`config.mk`:
```
export PLATFORM = sky130hd
export DESIGN_NAME = vram_write_arbiter
export DESIGN_NICKNAME = d
export VERILOG_FILES = /design/src/rtl/vram_pkg.sv /design/src/rtl/vram_fill_engine.sv /design/src/rtl/vram_write_arbiter.sv
export SDC_FILE = /design/constraint.sdc
export NUM_CORES = 1
export LEC_CHECK = 0
export ABC_AREA = 1
export BUFFER_PORTS_ARGS = -buffer_cell sky130_fd_sc_hd__buf_2
export CORE_ASPECT_RATIO = 1.25
export CORE_MARGIN = 2
export CORE_UTILIZATION = 49
export DETAILED_ROUTE_END_ITERATION = 10
export HOLD_SLACK_MARGIN = 0.12
export PLACE_DENSITY = 0.79
export RECOVER_POWER = 50
export SLEW_MARGIN = 20
export SYNTH_ARGS = -nofsm -noshare
export SYNTH_HDL_FRONTEND = slang
export SYNTH_HIERARCHICAL = 1
export SYNTH_SLANG_ARGS = --single-unit
export TNS_END_PERCENT = 20
```
`constraint.sdc`:
```
create_clock -name MEMORY_CLK -period 2.1 [get_ports MEMORY_CLK]
set_input_delay 0.42 -clock MEMORY_CLK [delete_from_list [all_inputs] [get_ports MEMORY_CLK]]
set_output_delay 0.42 -clock MEMORY_CLK [all_outputs]
set_load 0.05 [all_outputs]
```
`src/rtl/vram_pkg.sv`:
```
// Shared types for the text-VRAM write-port arbiter.
//   ADDR_W_DEF / DATA_W_DEF : default VRAM address / data widths
//   eng_state_t             : fill-engine state (idle, boot pattern fill, fill command)
//   vram_wr_t               : one VRAM write (address + data) at the default widths
package vram_pkg;

  localparam int unsigned ADDR_W_DEF = 10;
  localparam int unsigned DATA_W_DEF = 8;

  typedef enum logic [1:0] {
    ENG_IDLE,
    ENG_BOOT,
    ENG_FILL
  } eng_state_t;

  typedef struct packed {
    logic [ADDR_W_DEF-1:0] addr;
    logic [DATA_W_DEF-1:0] data;
  } vram_wr_t;

endpackage

```
`src/rtl/vram_fill_engine.sv`:
```
// Fill engine: boot test-pattern fill after reset and clear/fill commands.
// Presents one pending write (addr/data) at a time; the arbiter consumes it with `advance`.
// Ports:
//   clk, rst          clock, asynchronous active-high reset
//   fill_start        1-cycle pulse; start a fill (ignored unless idle)
//   fill_base/len/value/incr  fill command parameters, latched on an accepted start
//   advance           the pending write was granted this cycle
//   pending           a write is waiting for the port
//   addr, data        the pending write
//   busy              engine in BOOT or FILL
//   fill_done         1-cycle pulse, one cycle after the last fill write hits the port
//   boot_done         sticky, set together with the last boot write
module vram_fill_engine
  import vram_pkg::*;
#(
  parameter int unsigned       ADDR_W    = ADDR_W_DEF,
  parameter int unsigned       DATA_W    = DATA_W_DEF,
  parameter bit                BOOT_FILL = 1'b1,
  parameter logic [DATA_W-1:0] BOOT_MASK = 'h7F
) (
  input  logic              clk,
  input  logic              rst,
  input  logic              fill_start,
  input  logic [ADDR_W-1:0] fill_base,
  input  logic [ADDR_W:0]   fill_len,
  input  logic [DATA_W-1:0] fill_value,
  input  logic              fill_incr,
  input  logic              advance,
  output logic              pending,
  output logic [ADDR_W-1:0] addr,
  output logic [DATA_W-1:0] data,
  output logic              busy,
  output logic              fill_done,
  output logic              boot_done
);

  localparam logic [ADDR_W:0] DEPTH_CNT = {1'b1, {ADDR_W{1'b0}}};
  localparam eng_state_t      RST_STATE = BOOT_FILL ? ENG_BOOT : ENG_IDLE;

  eng_state_t        state_q;
  logic [ADDR_W-1:0] addr_q;
  logic [DATA_W-1:0] data_q;
  logic              incr_q;
  logic [ADDR_W:0]   cnt_q;      // writes still to issue
  logic              last_q;     // last fill write granted last cycle
  logic              done_q;
  logic              boot_done_q;

  always_ff @(posedge clk or posedge rst) begin
    if (rst) begin
      state_q     <= RST_STATE;
      addr_q      <= '0;
      data_q      <= '0;
      incr_q      <= 1'b0;
      cnt_q       <= DEPTH_CNT;
      last_q      <= 1'b0;
      done_q      <= 1'b0;
      boot_done_q <= ~BOOT_FILL;
    end else begin
      // fill_done trails the final write's v_cea by one cycle
      done_q <= last_q;
      last_q <= 1'b0;
      case (state_q)
        ENG_IDLE: begin
          if (fill_start) begin
            addr_q <= fill_base;
            data_q <= fill_value;
            incr_q <= fill_incr;
            cnt_q  <= fill_len;
            if (fill_len == '0) begin
              done_q <= 1'b1;
            end else begin
              state_q <= ENG_FILL;
            end
          end
        end
        ENG_BOOT: begin
          if (advance) begin
            addr_q <= addr_q + ADDR_W'(1);
            cnt_q  <= cnt_q - (ADDR_W + 1)'(1);
            if (cnt_q == (ADDR_W + 1)'(1)) begin
              state_q     <= ENG_IDLE;
              boot_done_q <= 1'b1;
            end
          end
        end
        ENG_FILL: begin
          if (advance) begin
            addr_q <= addr_q + ADDR_W'(1);
            if (incr_q) data_q <= data_q + DATA_W'(1);
            cnt_q <= cnt_q - (ADDR_W + 1)'(1);
            if (cnt_q == (ADDR_W + 1)'(1)) begin
              state_q <= ENG_IDLE;
              last_q  <= 1'b1;
            end
          end
        end
        default: state_q <= ENG_IDLE;
      endcase
    end
  end

  assign pending   = (state_q != ENG_IDLE);
  assign busy      = (state_q != ENG_IDLE);
  assign addr      = addr_q;
  assign data      = (state_q == ENG_BOOT) ? (DATA_W'(addr_q) & BOOT_MASK) : data_q;
  assign fill_done = done_q;
  assign boot_done = boot_done_q;

endmodule

```
`src/rtl/vram_write_arbiter.sv`:
```
// Owner of the text-VRAM write port. Shares it between CPU writes and the fill engine,
// issuing at most one registered write per cycle.
// Ports:
//   MEMORY_CLK, rst               clock, asynchronous active-high reset
//   cpu_req/cpu_addr/cpu_data     CPU write request, held until cpu_ack
//   cpu_ack                       1-cycle pulse, the CPU write is on the port this cycle
//   fill_start/base/len/value/incr  fill command
//   fill_busy, fill_done, boot_done engine status
//   v_cea, v_ada, v_din           registered VRAM write port
module vram_write_arbiter
  import vram_pkg::*;
#(
  parameter int unsigned       ADDR_W    = ADDR_W_DEF,
  parameter int unsigned       DATA_W    = DATA_W_DEF,
  parameter bit                BOOT_FILL = 1'b1,
  parameter logic [DATA_W-1:0] BOOT_MASK = 'h7F
) (
  input  logic              MEMORY_CLK,
  input  logic              rst,
  input  logic              cpu_req,
  input  logic [ADDR_W-1:0] cpu_addr,
  input  logic [DATA_W-1:0] cpu_data,
  output logic              cpu_ack,
  input  logic              fill_start,
  input  logic [ADDR_W-1:0] fill_base,
  input  logic [ADDR_W:0]   fill_len,
  input  logic [DATA_W-1:0] fill_value,
  input  logic              fill_incr,
  output logic              fill_busy,
  output logic              fill_done,
  output logic              boot_done,
  output logic              v_cea,
  output logic [ADDR_W-1:0] v_ada,
  output logic [DATA_W-1:0] v_din
);

  logic              eng_pending;
  logic [ADDR_W-1:0] eng_addr;
  logic [DATA_W-1:0] eng_data;
  logic              cpu_elig;
  logic              contested;
  logic              grant_cpu;
  logic              grant_eng;

  logic              cpu_ack_q;
  logic              v_cea_q;
  logic [ADDR_W-1:0] v_ada_q;
  logic [DATA_W-1:0] v_din_q;
  logic              last_grant_q;  // 1: CPU won the last contested cycle

  vram_fill_engine #(
    .ADDR_W    (ADDR_W),
    .DATA_W    (DATA_W),
    .BOOT_FILL (BOOT_FILL),
    .BOOT_MASK (BOOT_MASK)
  ) u_engine (
    .clk        (MEMORY_CLK),
    .rst        (rst),
    .fill_start (fill_start),
    .fill_base  (fill_base),
    .fill_len   (fill_len),
    .fill_value (fill_value),
    .fill_incr  (fill_incr),
    .advance    (grant_eng),
    .pending    (eng_pending),
    .addr       (eng_addr),
    .data       (eng_data),
    .busy       (fill_busy),
    .fill_done  (fill_done),
    .boot_done  (boot_done)
  );

  always_comb begin
    // A request still high in the ack cycle is the one just served, not a new one
    cpu_elig  = cpu_req & ~cpu_ack_q;
    contested = cpu_elig & eng_pending;
    grant_cpu = cpu_elig & (~eng_pending | ~last_grant_q);
    grant_eng = eng_pending & ~grant_cpu;
  end

  always_ff @(posedge MEMORY_CLK or posedge rst) begin
    if (rst) begin
      cpu_ack_q    <= 1'b0;
      v_cea_q      <= 1'b0;
      v_ada_q      <= '0;
      v_din_q      <= '0;
      last_grant_q <= 1'b0;
    end else begin
      cpu_ack_q <= grant_cpu;
      v_cea_q   <= grant_cpu | grant_eng;
      if (grant_cpu) begin
        v_ada_q <= cpu_addr;
        v_din_q <= cpu_data;
      end else if (grant_eng) begin
        v_ada_q <= eng_addr;
        v_din_q <= eng_data;
      end
      if (contested) last_grant_q <= ~last_grant_q;
    end
  end

  assign cpu_ack = cpu_ack_q;
  assign v_cea   = v_cea_q;
  assign v_ada   = v_ada_q;
  assign v_din   = v_din_q;

endmodule

```
==> impl_metrics.ini <==
[global_route]
overflow = 0
antenna_found_initial = 0
grtUsageTotal_pct = 23.0
grt_pass1_wl_mm = 14.3
grt_max_degree = 36
grt_pass1_vias = 3219

[worst_setup_path]
path_depth = 12
cp_cell_sequence = inv_1, ha_4, inv_8, nand2_1, inv_1, nor2_1, nor2_4, o21ai_4, buf_4, nor2_1, o21ai_0, o21ai_0
cp_num_buf_inv = 4
rrSetupSlack_ns = 0.13
critPathLaunch = u_engine/state_q[1]
required_ns = 2.31
r2r-start = u_engine/state_q[1]
r2r_end = u_engine/addr[4]
critPathArrivalTime_ns = 2.18
crit_slowest_cell = dfrtp_1
critPathCaptureType = flip-flop
start_kind = flip-flop
r2r_cells = 12
crit_fanout = 12
crit_family = simple AND/OR/NAND/NOR gates
cp-endpoint = u_engine/addr[4]
critPathKind = flip-flop to flip-flop
slowest_delay_ns = 0.42

[sta]
finalSetupViolCount = 0
finalClockSkew_ns = 0.0117
clock.fmax_ghz = 0.506
tightestPinTransition_ns = 0.891
period_share_pct = 94.0
min_period_ns = 1.97
drv_slew = 0
finalHoldViolCount = 0
tns_ns = 0
slew_headroom_pct = 40.6

[worst_hold_path]
hold_class = input pin to asynchronous set/reset pin

[cts]
cts_tree = done
h-tree-depth = 2
cts_buffers = 5
clk_latency_ns = 0.32
hold_buffers = 0
cts-root-buf = clkbuf_8
clock_path_buffers = 2
clkTransAtPathRegs_ns = 0.11
clkSinkCount = 56

[finish]
diodes = 0
final_cell_mix = nand2_1, nand3_1, buf_2
drive_above_1_share_pct = 21.4
final_common_cell = nand2_1
nNetsFinal = 606
finalCoreUtilization_pct = 58.2
synthToLayoutAreaGrowth_pct = 16.6

[synthesis]
synth-edff-count = 0
synth.distinct_cells = 36
postSynthCellCount = 475
synth_warnings = 6
yosys_most_used_dff = dfrtp_1
async_flop_share_pct = 100
ys_seq_area_share_pct = 41.1
synth_seq_cells = 56
syn_nets = 534
syn_area_um2 = 3420
syn_avg_cell_area_um2 = 7.19

[power_and_ir_drop]
p_clk_share_pct = 9.9
net-switching-power_mw = 3.29
power_density_nw_per_um2 = 1570
switching_share_pct = 52.5
power_frac_seq_pct = 32.3
irDropWorstVdd_mv = 1.21
p_int_mw = 2.98
power.share.combinational_pct = 57.8
p_leak_nw = 2.00

[floorplanning]
die_x_um = 78.7
fp-row-count = 34
dieArea_um2 = 7660
core_area_um2 = 6850
boundaryPins = 75
initial_core_util_pct = 49.9
die_h_um = 97.4

[drt]
drt-initial-drc-count = 275
drc = 0
via_count = 3350
dr.pass1.iters = 5
antenna_left = 0
routed_wl_mm = 8.42
wl_per_cell_um = 13.2
routed_via_density = 5.25

[place]
place_congestion = 0.929
dp_hpwl_mm = 6.32
numPortBuffers = 74

[outcome]
status = complete, no violations

[job]
cap_viol_max_count = 0
-- per-stage QoR --
stage	std cells	hold slack, ns	setup slack [ns]	cell area (um2)	power, mW
after detailed placement	627	0.438	0.0207	3870	5.59
after global routing	638	0.295	-0.0250	3990	6.83
after CTS	635	0.209	0.0119	3970	6.22
after global placement	627	0.445	0.146	3870	5.48
after floorplan	475	0.397	0.0182	3440	4.81
final	638	0.224	0.126	3990	6.27
-- final cells by class --
type,count,area (um2)
fillers,665,2860
multi-input cells,345,1710
flip-flops and latches,56,1400
repair buffers,88,465
inverters,51,204
well taps,90,113
clock buffers,5,68.8
clock inverters,3,22.5
-- synth_stat cells (all sizes together) (2+ instances only) --
| cell type | number | area share, % |
|---|---|---|
| inv | 51 | 5.7 |
| nand3 | 79 | 12 |
| xor2 | 4 | 1.0 |
| nand4 | 5 | 0.92 |
| nand2 | 118 | 13 |
| dfrtp | 54 | 40 |
| nor2 | 55 | 6.3 |
| clkbuf | 7 | 0.77 |
| or2 | 7 | 1.3 |
| ha | 7 | 2.6 |
| dfstp | 2 | 1.5 |
| o211ai | 5 | 1.1 |
| a21oi | 17 | 2.9 |
| buf | 16 | 3.2 |
| o21ai | 38 | 6.1 |
-- registers in the layout (all words and copies together) (netlist names) --
register and cells:
cpu_ack 1, last_grant_q 1, u_engine/addr 10, u_engine/boot_done 1, u_engine/cnt_q 11, u_engine/data_q 8
u_engine/fill_done 1, u_engine/incr_q 1, u_engine/last_q 1, u_engine/state_q 2, v_ada 10, v_cea 1
v_din 8
-- per-layer routing --
layer	up-vias	wire, um	share of wire (%)	GRT usage (%)
met2	114	4070	48	37.9
li1	1676	-	-	-
met3	19	500	5.9	3.62
met1	1541	3600	43	30.0
met5	-	0	0	0
met4	0	240	2.9	9.18
-- repair_timing --
| item | in CTS | in global routing |
|---|---|---|
| resized for setup | 0 | 5 |
| buffers inserted | 0 | 3 |
| endpoints found under the setup margin | 0 | 26 |
-- how the worst min path moves through the flow --
stage / slack, ns / end
after floorplan: 0.40 / cpu_ack
after global placement: 0.44 / u_engine/fill_done
after detailed placement: 0.44 / u_engine/fill_done
after CTS: 0.21 / u_engine/addr[7]
after global routing: 0.29 / v_ada[8]
final: 0.22 / v_ada[8]
-- kinds of logic (layout without fill, tap and decap cells) --
family / count (synthesis) / in the layout / share of synthesized area, %
AO/OA/AOI/OAI: 65 / 65 / 11.4
buffers and inverters: 74 / 147 / 9.63
XOR/XNOR: 5 / 5 / 1.28
adder cells (fa/ha/maj): 7 / 7 / 2.56
multiplexers: 1 / 1 / 0.330
AND/OR/NAND/NOR: 267 / 267 / 33.8
flip-flops: 56 / 56 / 41.1
-- worst reg2reg max path, delay by kind of cell, from the launching register on --
kind,cells,cell delay [ns]
and+or+nand+nor,4,0.46
buffers and inverters,4,0.43
DFF,1,0.42
AOI/OAI and AO/OA,3,0.39
adders and majority gates,1,0.17
-- power groups by stage --
stage | clock, mW | sequential, mW | combinational, mW
floorplan | 0 | 2.56 | 2.25
global placement | 0 | 2.02 | 3.47
detailed placement | 0 | 2.03 | 3.56
CTS | 0.640 | 2.01 | 3.57
global route | 0.686 | 2.09 | 4.05
finish | 0.619 | 2.03 | 3.62
No activity file was read; power rests on OpenSTA's default activity.
